[config.mk]
export PLATFORM = sky130hd
export DESIGN_NAME = bus_arbiter
export DESIGN_NICKNAME = d
export VERILOG_FILES = /design/src/rtl/bus_arbiter_pkg.sv /design/src/rtl/bus_arbiter.sv
export SDC_FILE = /design/constraint.sdc
export NUM_CORES = 1
export LEC_CHECK = 0
export BUFFER_PORTS_ARGS = -buffer_cell sky130_fd_sc_hd__buf_4
export CAP_MARGIN = 10
export CORE_AREA = 2 2 96 98
export CTS_CLUSTER_SIZE = 25
export DETAILED_ROUTE_END_ITERATION = 6
export DIE_AREA = 0 0 98 100
export GPL_ROUTABILITY_DRIVEN = 0
export PLACE_DENSITY = 0.57
export RECOVER_POWER = 25
export SYNTH_ARGS = -nofsm -noshare
export SYNTH_HDL_FRONTEND = slang
export SYNTH_SLANG_ARGS = --single-unit
export TNS_END_PERCENT = 10
[constraint.sdc]
create_clock -name clock -period 2.2 [get_ports clock]
set_input_delay 0.22 -clock clock [delete_from_list [all_inputs] [get_ports clock]]
set_output_delay 0.22 -clock clock [all_outputs]
set_load 0.02 [all_outputs]
[src/rtl/bus_arbiter_pkg.sv]
// Shared types and defaults for the two-master bus arbiter.
// Also holds the round-robin pick used at arbitration time.
package bus_arbiter_pkg;

    localparam int ADDR_W_DEF = 4;
    localparam int DATA_W_DEF = 32;
    localparam int LEN_W_DEF  = 4;

    typedef enum logic {
        IDLE = 1'b0,
        BUSY = 1'b1
    } state_e;

    typedef logic master_idx_t;

    // On contention, the master that did not own the bus last time wins.
    function automatic master_idx_t rr_pick(input logic req0, input logic req1,
                                            input master_idx_t last_owner);
        if (req0 && req1) begin
            return ~last_owner;
        end else if (req0) begin
            return 1'b0;
        end else begin
            return 1'b1;
        end
    endfunction

endpackage

[src/rtl/bus_arbiter.sv]
// Two-master round-robin burst arbiter in front of a single slave port.
// A grant is held, unpreempted, until the last beat of the captured burst.
module bus_arbiter
    import bus_arbiter_pkg::*;
#(
    parameter int ADDR_W = ADDR_W_DEF,
    parameter int DATA_W = DATA_W_DEF,
    parameter int LEN_W  = LEN_W_DEF
) (
    input  logic              clock,
    input  logic              reset,

    input  logic              m0_wr,
    input  logic              m0_rd,
    input  logic [ADDR_W-1:0] m0_address,
    input  logic [LEN_W-1:0]  m0_length,
    input  logic [DATA_W-1:0] m0_wdata,
    output logic              m0_gnt,
    output logic              m0_ready,
    output logic [DATA_W-1:0] m0_rdata,

    input  logic              m1_wr,
    input  logic              m1_rd,
    input  logic [ADDR_W-1:0] m1_address,
    input  logic [LEN_W-1:0]  m1_length,
    input  logic [DATA_W-1:0] m1_wdata,
    output logic              m1_gnt,
    output logic              m1_ready,
    output logic [DATA_W-1:0] m1_rdata,

    output logic              s_wr,
    output logic              s_rd,
    output logic [ADDR_W-1:0] s_address,
    output logic [LEN_W-1:0]  s_length,
    output logic [DATA_W-1:0] s_wdata,
    input  logic [DATA_W-1:0] s_rdata,
    input  logic              s_ready,

    output logic              busy
);

    state_e             state_q,      state_d;
    master_idx_t        owner_q,      owner_d;
    master_idx_t        last_owner_q, last_owner_d;
    logic [LEN_W-1:0]   cnt_q,        cnt_d;
    logic [ADDR_W-1:0]  addr_q,       addr_d;
    logic [LEN_W-1:0]   len_q,        len_d;
    logic               dir_wr_q,     dir_wr_d;

    logic        req0;
    logic        req1;
    master_idx_t pick;

    assign req0 = m0_wr | m0_rd;
    assign req1 = m1_wr | m1_rd;
    assign pick = rr_pick(req0, req1, last_owner_q);

    always_ff @(posedge clock or negedge reset) begin
        if (!reset) begin
            state_q      <= IDLE;
            owner_q      <= 1'b0;
            last_owner_q <= 1'b1;
            cnt_q        <= '0;
            addr_q       <= '0;
            len_q        <= '0;
            dir_wr_q     <= 1'b0;
        end else begin
            state_q      <= state_d;
            owner_q      <= owner_d;
            last_owner_q <= last_owner_d;
            cnt_q        <= cnt_d;
            addr_q       <= addr_d;
            len_q        <= len_d;
            dir_wr_q     <= dir_wr_d;
        end
    end

    always_comb begin
        state_d      = state_q;
        owner_d      = owner_q;
        last_owner_d = last_owner_q;
        cnt_d        = cnt_q;
        addr_d       = addr_q;
        len_d        = len_q;
        dir_wr_d     = dir_wr_q;
        case (state_q)
            IDLE: begin
                if (req0 || req1) begin
                    state_d = BUSY;
                    owner_d = pick;
                    // Write wins when a master raises both wr and rd.
                    if (pick == 1'b0) begin
                        addr_d   = m0_address;
                        len_d    = m0_length;
                        cnt_d    = m0_length;
                        dir_wr_d = m0_wr;
                    end else begin
                        addr_d   = m1_address;
                        len_d    = m1_length;
                        cnt_d    = m1_length;
                        dir_wr_d = m1_wr;
                    end
                end
            end
            BUSY: begin
                if (s_ready) begin
                    addr_d = addr_q + ADDR_W'(1);
                    if (cnt_q == '0) begin
                        state_d      = IDLE;
                        last_owner_d = owner_q;
                    end else begin
                        cnt_d = cnt_q - LEN_W'(1);
                    end
                end
            end
            default: state_d = IDLE;
        endcase
    end

    // Everything below is gated by BUSY so an async reset clears outputs at once.
    assign busy      = (state_q == BUSY);
    assign m0_gnt    = busy && (owner_q == 1'b0);
    assign m1_gnt    = busy && (owner_q == 1'b1);
    assign m0_ready  = m0_gnt && s_ready;
    assign m1_ready  = m1_gnt && s_ready;
    assign m0_rdata  = m0_gnt ? s_rdata : '0;
    assign m1_rdata  = m1_gnt ? s_rdata : '0;
    assign s_wr      = busy && dir_wr_q;
    assign s_rd      = busy && !dir_wr_q;
    assign s_address = busy ? addr_q : '0;
    assign s_length  = busy ? len_q : '0;
    assign s_wdata   = m0_gnt ? m0_wdata : (m1_gnt ? m1_wdata : '0);

endmodule

### Word level (Yosys, flattened, before mapping)

Index checks and enable logic that the tools add are counted.

| word-level totals | value |
|---|---|
| input bits | 119 |
| register bits | 16 |
| output and inout port bits | 111 |
| logic and storage cells | 53 |

| cells by class | value |
|---|---|
| $add $sub $neg | 2 |
| mux-type cells | 22 |
| bitwise gates (word level) | 5 |
| reductions and logical operators | 14 |
| equality and inequality tests | 3 |

Operator list:

| operator | number |
|---|---|
| $mux 32 | 4 |
| $mux 4 | 9 |
| $pmux 4 s2 | 2 |
| $logic_and 1x1->1 | 7 |
| $mux 1 | 6 |
| $ne 2x2->1 const B | 3 |
| $reduce_and 3->1 | 2 |
| $add 4x1->4 const B | 1 |
| $logic_not 4->1 | 1 |
| $reduce_and 2->1 | 2 |
| $sub 4x1->4 const B | 1 |
| $not 1->1 | 3 |
| $or 1x1->1 | 2 |
| $pmux 1 s2 | 1 |
| $logic_not 1->1 | 1 |
| $logic_or 1x1->1 | 1 |

### Logic depth before layout (Yosys ltp)

Gate-level depths: netlist of run 1.

| logic depth | value |
|---|---|
| depth after elaboration | 6 |
| mapped depth | 6 |
| depth with buffers taken out | 6 |

### Least setup slack after synthesis of run 1

No wires, ideal clock.

| path | value |
|---|---|
| path kind | register to output |
| start point | register state_q, in the netlist busy |
| end point | output m0_rdata[22] |
| arrival time | 1.566 ns |
| slack | 0.414 ns |
| buffers on the path | 2 |
| stages on the path, launching flop included | 5 |
| data required time | 1.980 ns |
| cells stage by stage | dfrtp_1 > buf_2 > nor2b_1 > clkbuf_1 > and2_1 |

| between the ends | value |
|---|---|
| word-level cells in the longest chain between the ends | 2 |

RTL lines:

| what | line | source |
|---|---|---|
| start: declaration | bus_arbiter.sv:42 | `state_e state_q, state_d;` |
| start signal: assignment | bus_arbiter.sv:68 | `state_q <= state_d;` |
| $logic_and 1x1->1 | bus_arbiter.sv:122 | `assign m0_gnt = busy && (owner_q == 1'b0);` |
| named net m0_gnt | bus_arbiter.sv:18 | `output logic m0_gnt,` |
| $mux 32 | bus_arbiter.sv:126 | `assign m0_rdata = m0_gnt ? s_rdata : '0;` |
| end: declaration | bus_arbiter.sv:20 | `output logic [DATA_W-1:0] m0_rdata,` |

The timed path passes the listed nets, and every way through them passes these cells.

### Worst setup path in the final report of run 1

| path | value |
|---|---|
| start point | register state_q, in the netlist busy |
| end point | output s_wdata[12] |

| between the ends | value |
|---|---|
| word-level cells in the longest chain between the ends | 3 |
| elaborated cells on any way between the ends | 4 |
| those cells by class | 2 x mux; 2 x reduce/logical |

RTL lines:

| what | line | source |
|---|---|---|
| $logic_and 1x1->1 | bus_arbiter.sv:123 | `assign m1_gnt = busy && (owner_q == 1'b1);` |
| $mux 32 | bus_arbiter.sv:132 | `assign s_wdata = m0_gnt ? m0_wdata : (m1_gnt ? m1_wdata : '0);` |
| $mux 32 * | bus_arbiter.sv:132 |  |
| end: declaration | bus_arbiter.sv:35 | `output logic [DATA_W-1:0] s_wdata,` |

Every way passes the cells marked *; elsewhere a longest branch is shown, timed or not.

==> out/metrics.yaml, run 1 <==
synthesis:
  yosysTopAreaCellShare_pct: 18.3
  synth-edff-count: 0
  yosys.cell_types.count: 43
  synth.avg_cell_area_um2: 7.85
  yosys.area.top_type: "dfrtp_1"
  synthArstFlopShare_pct: 100
  ys_warn_count: 0
  syn_area_um2: 2060
  syn_nets: 384
  ys.flop_type: "dfrtp_1"
  synth_area_leaders: "dfrtp_1 (18%), mux2i_1 (18%), and2_1 (13%)"
  ys_seq_area_share_pct: 19.5
  netlist_instances: 262
  ys_ff_latch: 16
power_and_ir_drop:
  p_leak_nw: 2.14
  powerDensity_nw_per_um2: 1180
  total_power_mw: 4.63
  ir_drop_mv: 0.577
route:
  wl_um: 9090
  postRouteAntennaNets: 0
  first_pass_iters: 4
  drcViolationCount: 0
  drt-initial-drc-count: 38
  wl_per_cell_um: 15.4
  via_per_inst: 4.48
  via_count: 2640
timing:
  slew-limit-headroom_pct: 32.7
  hold_violations: 0
  setup_ws_ns: 0.260
  holdWs_ns: 0.263
  max_freq_mhz: 516
  slew_viol_final: 0
  finalSetupTns_ns: 0
  rsz0062_at_grt: "false"
  setup_viol: 0
  worst_slew_pin_slew_ns: 1.01
  fin_skew_ns: 0.00325
  timing.final.crit_share_pct: 88.2
  fin_crit_ns: 1.94
critical_path:
  critPathCaptureType: "output pin"
  reg2reg_setup_slack_ns: 0.30
  cp-start-kind: "register"
  ff2ff_path_depth: 5
  timing.rr.end: "cnt_q[3]$_DFFE_PN0P_"
  crit_fanout: 34
  crit_required_ns: 1.98
  worstPathArrival_ns: 1.72
  r2r-start: "busy$_DFF_PN0_"
  path_class: "register to output pin"
  startpoint: "busy$_DFF_PN0_"
finish:
  antennaDiodeCount: 0
  final_cells: 589
  design_area_um2: 3920
  drive_gt1_share_pct: 51.5
  filler_cell_count: 920
  final_core_util_pct: 44.1
  area_growth_syn_to_layout_pct: 90.7
  finalNetCount: 601
floorplan:
  die_height_um: 100
  start_util_pct: 23.1
  fp.dieW_um: 98
  coreArea_um2: 8890
  ios: 230
  rows: 35
  dieArea_um2: 9800
flow_run:
  maxCapViolations: 0
place:
  dpl_cell_area_um2: 3870
  place_worst_setup_slack_ns: 0.445
  port-buffer-count: 229
  dp_cells: 584
  dp_hpwl_um: 7450
clock_tree:
  cts.sinks: 16
  path_clk_slew_ns: 0.07
  cts_htree_levels: 1
  post-cts-setup-buffers: 0
  tritoncts: "yes"
  insertion_delay_ns: 0.25
  cts_buffers: 3
  cts-root-buf: "clkbuf_8"
  cts_buffer_depth: 2
  cts_resized: 0
  hold_buffers: 1
global_routing:
  antenna_found_initial: 0
  grt_usage_pct: 16.7
  grt_pass1_vias: 2474
  grt_max_degree: 50
  grt_remaining_overflow: 0
  grt_pass1_wl_um: 13400
hold_path:
  whs_endpoint: "cnt_q[2]$_DFFE_PN0P_"
  hp-start: "m0_length[2]"
  hold_path_depth: 3
  hp-class: "input pin to register"
run_status:
  status: "completed"
[cell type report]
class                           instances  area [um2]  share of cell area [%]
Sequential cell                        16         404                    10.3
Inverter                                3        11.3                   0.287
Timing Repair Buffer                  237        1780                    45.4
Tap cell                              111         139                    3.54
Clock buffer                            4        55.1                    1.40
Multi-Input combinational cell        218        1530                    39.1
[cell families after synthesis]
| group | count (synthesis) | synth area share, % |
|---|---|---|
| mux | 36 | 17.5 |
| compound gates | 24 | 9.25 |
| buf+inv | 28 | 5.84 |
| flops | 16 | 19.5 |
| simple gates | 153 | 45.2 |
| xor+xnor | 2 | 0.852 |
| fa+ha+maj | 3 | 1.83 |
[where the power goes]
group,total [mW],leakage [nW],internal [mW],switching (mW)
combinational,3.75,1.93,1.72,2.03
clock,0.263,0.0288,0.159,0.104
sequential,0.618,0.180,0.444,0.174
total,4.63,2.14,2.33,2.31
[flip-flops by register name, indices dropped and copies added (netlist names)]
| register | count |
|---|---|
| cnt_q | 4 |
| last_owner_q | 1 |
| owner_q | 1 |
| len_q | 4 |
| addr_q | 4 |
| dir_wr_q | 1 |
| busy | 1 |
[worst max-delay path by stage]
stage	end	slack, ns
3_5_place_dp	len_q[3]$_DFFE_PN0P_	0.45
2_1_floorplan	m0_rdata[22]	0.41
4_1_cts	s_wdata[10]	0.33
3_3_place_gp	len_q[3]$_DFFE_PN0P_	0.48
5_1_grt	m1_rdata[3]	0.12
6_report	s_wdata[12]	0.26
[cells in the mapped netlist (3+ instances only)]
master,instances
nor2b_1,35
and3_1,33
o21ai_0,3
ha_1,3
inv_1,3
mux2i_1,36
dfrtp_1,15
nor2_1,9
and2_1,43
nor3_1,7
a21oi_1,3
a31oi_1,4
nand2_1,10
clkbuf_1,18
buf_2,6
[layout by cell type (no fill, tap or decap), types with 2 or more instances in the layout]
master    netlist  routed
buf_4           0     231
and2_1         43      38
mux2i_1        36      36
nor2b_1        35      35
and3_1         33      33
dfrtp_1        15      13
nor2_1          9      10
nand2_1        10      10
nor3_1          7       7
and2_0          0       5
a31oi_1         4       4
clkbuf_8        0       4
inv_1           3       3
o21ai_0         3       3
a21oi_1         3       3
ha_1            3       3
clkbuf_1       18       3
nor3b_1         2       2
o22ai_1         2       2
nand4_1         2       2
o22a_1          2       2
xor2_1          2       2
a221oi_1        2       2
dfrtp_2         0       2
[per-layer routing]
metal	global-route usage (%)	share of wire, %	vias to the layer above
met5	0	0	-
met4	2.88	1.1	0
met3	2.30	5.7	6
met2	29.6	52	102
met1	22.1	41	1194
li1	-	-	1338
[worst max-delay path, cell delays in order (launching register included)]
cell      delay [ns]
dfrtp_2         0.56
clkbuf_2        0.50
nor2b_1         0.24
buf_4           0.16
Power figures use the tool's default switching activity.
==> inputs of run 2 (changes only) <==
- CELL_PAD_IN_SITES_DETAIL_PLACEMENT: unset -> 0
- CELL_PAD_IN_SITES_GLOBAL_PLACEMENT: unset -> 1
- CORE_AREA: 2 2 96 98 -> 2 2 100 102
- DIE_AREA: 0 0 98 100 -> 0 0 102 104
- PLACE_DENSITY: 0.57 -> 0.8
==> run 2 against run 1 <==
Via count rose by 2.0%. Clock power up 2%. Wire length grew 0.43%. Register-to-register slack better by 0.11 ns. Flip-flop and latch count is the same. Hold slack lost 0.0057 ns. Sequential power shrank 6.0%. Setup slack gained 0.11 ns. Count of clock-buffer cells in the layout did not move. Total power rose by 0.27%. Core utilization shrank 2.8 points. Critical path type unchanged. Largest cell class unchanged.
==> out/metrics.yaml, run 2 (synthesis results as in run 1) <==
global_routing:
  grt_max_degree: 59  # was 50
  grt_usage_pct: 15.6  # was 16.7%
  grt_remaining_overflow: 0  # unchanged
  antenna_found_initial: 0  # unchanged
  grt_pass1_vias: 2530  # was 2474
  grt_pass1_wl_um: 13400  # about the same
place:
  port-buffer-count: 229  # unchanged
  place_worst_setup_slack_ns: 0.431  # was 0.445 ns
  dp_cells: 605  # was 584
  dp_hpwl_um: 7480  # was 7450 um
  dpl_cell_area_um2: 3890  # was 3870 um2
finish:
  mostFrequentLayoutCells: "buf_4 (231), and2_1 (41), mux2i_1 (36)"  # was buf_4 (231), and2_1 (38), mux2i_1 (36)
  finalNetCount: 600  # was 601
  reg_top3: "addr_q: 4 flops, cnt_q: 4 flops, len_q: 4 flops"  # unchanged
  drive_gt1_share_pct: 51.4  # was 51.5%
  final_core_util_pct: 41.3  # was 44.1%
  antennaDiodeCount: 0  # unchanged
  design_area_um2: 3950  # was 3920 um2
  area_growth_syn_to_layout_pct: 91.9  # was 90.7%
  final_cells: 610  # was 589
  final_common_cell: "buf_4"  # unchanged
power_and_ir_drop:
  p_switching_mw: 2.32  # was 2.31 mW
  switching_share_pct: 49.9  # was 49.8%
  ir_drop_mv: 0.466  # was 0.577 mV
  p_leak_nw: 2.14  # about the same
  intPower_mw: 2.33  # about the same
  powerDensity_nw_per_um2: 1180  # about the same
  comb_power_share_pct: 81.7  # was 81.0%
  seqPwrFrac_pct: 12.5  # was 13.3%
  clkPwrFrac_pct: 5.8  # was 5.7%
clock_tree:
  cts_resized: 0  # unchanged
  tritoncts: "yes"  # unchanged
  cts_buffer_depth: 2  # unchanged
  cts.sinks: 16  # unchanged
  path_clk_slew_ns: 0.07  # about the same
  cts_buffers: 3  # unchanged
  insertion_delay_ns: 0.25  # about the same
  cts-root-buf: "clkbuf_8"  # unchanged
  cts_htree_levels: 1  # unchanged
critical_path:
  critPathCaptureType: "output pin"  # unchanged
  crit_fanout: 36  # was 34
  slowest_stage: "dfrtp_2"  # unchanged
  cp-start-kind: "register"  # unchanged
  worstPathCellList: "buf_12 -> mux2i_1 -> nor2b_1 -> buf_4"  # was clkbuf_2 -> nor2b_1 -> buf_4
  path_class: "register to output pin"  # unchanged
  crit_required_ns: 1.98  # about the same
  worstPathArrival_ns: 1.61  # was 1.72 ns
  cpPeakStageDelay_ns: 0.49  # was 0.56 ns
floorplan:
  die_height_um: 104  # was 100 um
  rows: 36  # was 35
  dieArea_um2: 10600  # was 9800 um2
  ios: 230  # unchanged
  coreArea_um2: 9550  # was 8890 um2
  start_util_pct: 21.5  # was 23.1%
  fp.dieW_um: 102  # was 98 um
timing:
  slew_viol_final: 0  # unchanged
  fin_skew_ns: 0.00330  # was 0.00325 ns
  hold_violations: 0  # unchanged
  worst_slew_pin_slew_ns: 1.03  # was 1.01 ns
  timing.final.crit_share_pct: 83.1  # was 88.2%
  finalSetupTns_ns: 0  # unchanged
  setup_viol: 0  # unchanged
  max_freq_mhz: 547  # was 516 MHz
  setup_ws_ns: 0.371  # was 0.260 ns
  fin_crit_ns: 1.83  # was 1.94 ns
  slew-limit-headroom_pct: 30.9  # was 32.7%
  rsz0062_at_grt: "false"  # unchanged
route:
  via_count: 2692  # was 2640
  wl_um: 9130  # was 9090 um
  via_per_inst: 4.41  # was 4.48
  postRouteAntennaNets: 0  # unchanged
  drcViolationCount: 0  # unchanged
  drt-initial-drc-count: 101  # was 38
  first_pass_iters: 4  # unchanged
  wl_per_cell_um: 15.0  # was 15.4 um
run_status:
  status: "completed"  # unchanged
flow_run:
  maxCapViolations: 0  # unchanged
hold_path:
  hp-class: "input pin to register"  # unchanged
## run 2: cell types whose count changed in the layout (fill, tap and decap cells not counted)
| cell | change |
|---|---|
| and2_0 | -3 |
| and2_1 | +3 |
| clkbuf_2 | -1 |
| dfrtp_1 | +1 |
| dfrtp_2 | -1 |
| nor2b_1 | -1 |
| nor2b_2 | +1 |
## run 2: final timing paths
path                                          startpoint                    to  slack (ns)  cells past startpoint
worst max-delay path                 owner_q$_DFFE_PN0P_           s_wdata[29]        0.37                      4
worst min-delay path                        m0_length[2]  len_q[2]$_DFFE_PN0P_        0.26                      3
worst max register to register  last_owner_q$_DFFE_PN1P_  len_q[3]$_DFFE_PN0P_        0.41                      4
worst min register to register      len_q[3]$_DFFE_PN0P_  len_q[3]$_DFFE_PN0P_        0.51                      2
max in group asynchronous                          reset   owner_q$_DFFE_PN0P_        0.95                      2
min in group asynchronous                          reset  len_q[1]$_DFFE_PN0P_        0.63                      2
## run 2: power groups by stage
stage	Sequential (mW)	Clock [mW]	Combinational (mW)
finish	0.581	0.269	3.80
global route	0.611	0.286	4.06
CTS	0.586	0.270	3.86
detailed placement	0.590	0	3.85
global placement	0.586	0	3.83
floorplan	0.525	0	2.31
## run 2: through the flow
stage	total power [mW]	hold WS [ns]
after floorplan	2.84	-0.0756
after global placement	4.42	0.0924
after detailed placement	4.44	0.0968
after CTS	4.71	0.262
after global routing	4.96	0.277
final	4.65	0.258
## run 2: layout make-up
| cell class | count | area [um2] |
|---|---|---|
| clock buffers | 4 | 55.1 |
| fillers | 994 | 5600 |
| inverters | 3 | 11.3 |
| multi-input cells | 218 | 1530 |
| flip-flops and latches | 16 | 403 |
| well taps | 133 | 166 |
| repair buffers | 236 | 1780 |
## run 2: routing by layer
layer | share of wire (%) | vias up | global-route usage, %
met4 | 2.0 | 0 | 3.90
met1 | 40 | 1221 | 19.3
met2 | 52 | 121 | 28.3
met5 | 0 | - | 0
met3 | 6.8 | 16 | 1.68
li1 | - | 1334 | -
## run 2: critical path, delay by kind of cell (launching register included)
family                 cells  cell delay, ns
DFF                        1            0.49
muxes                      1            0.32
and+or+nand+nor            1            0.08
buffers and inverters      2            0.42
## run 2: what timing repair did
action	in CTS	in global routing
hold buffers	1	0
setup buffers	0	0
setup endpoints to repair	0	0
endpoints found under the hold margin	15	0
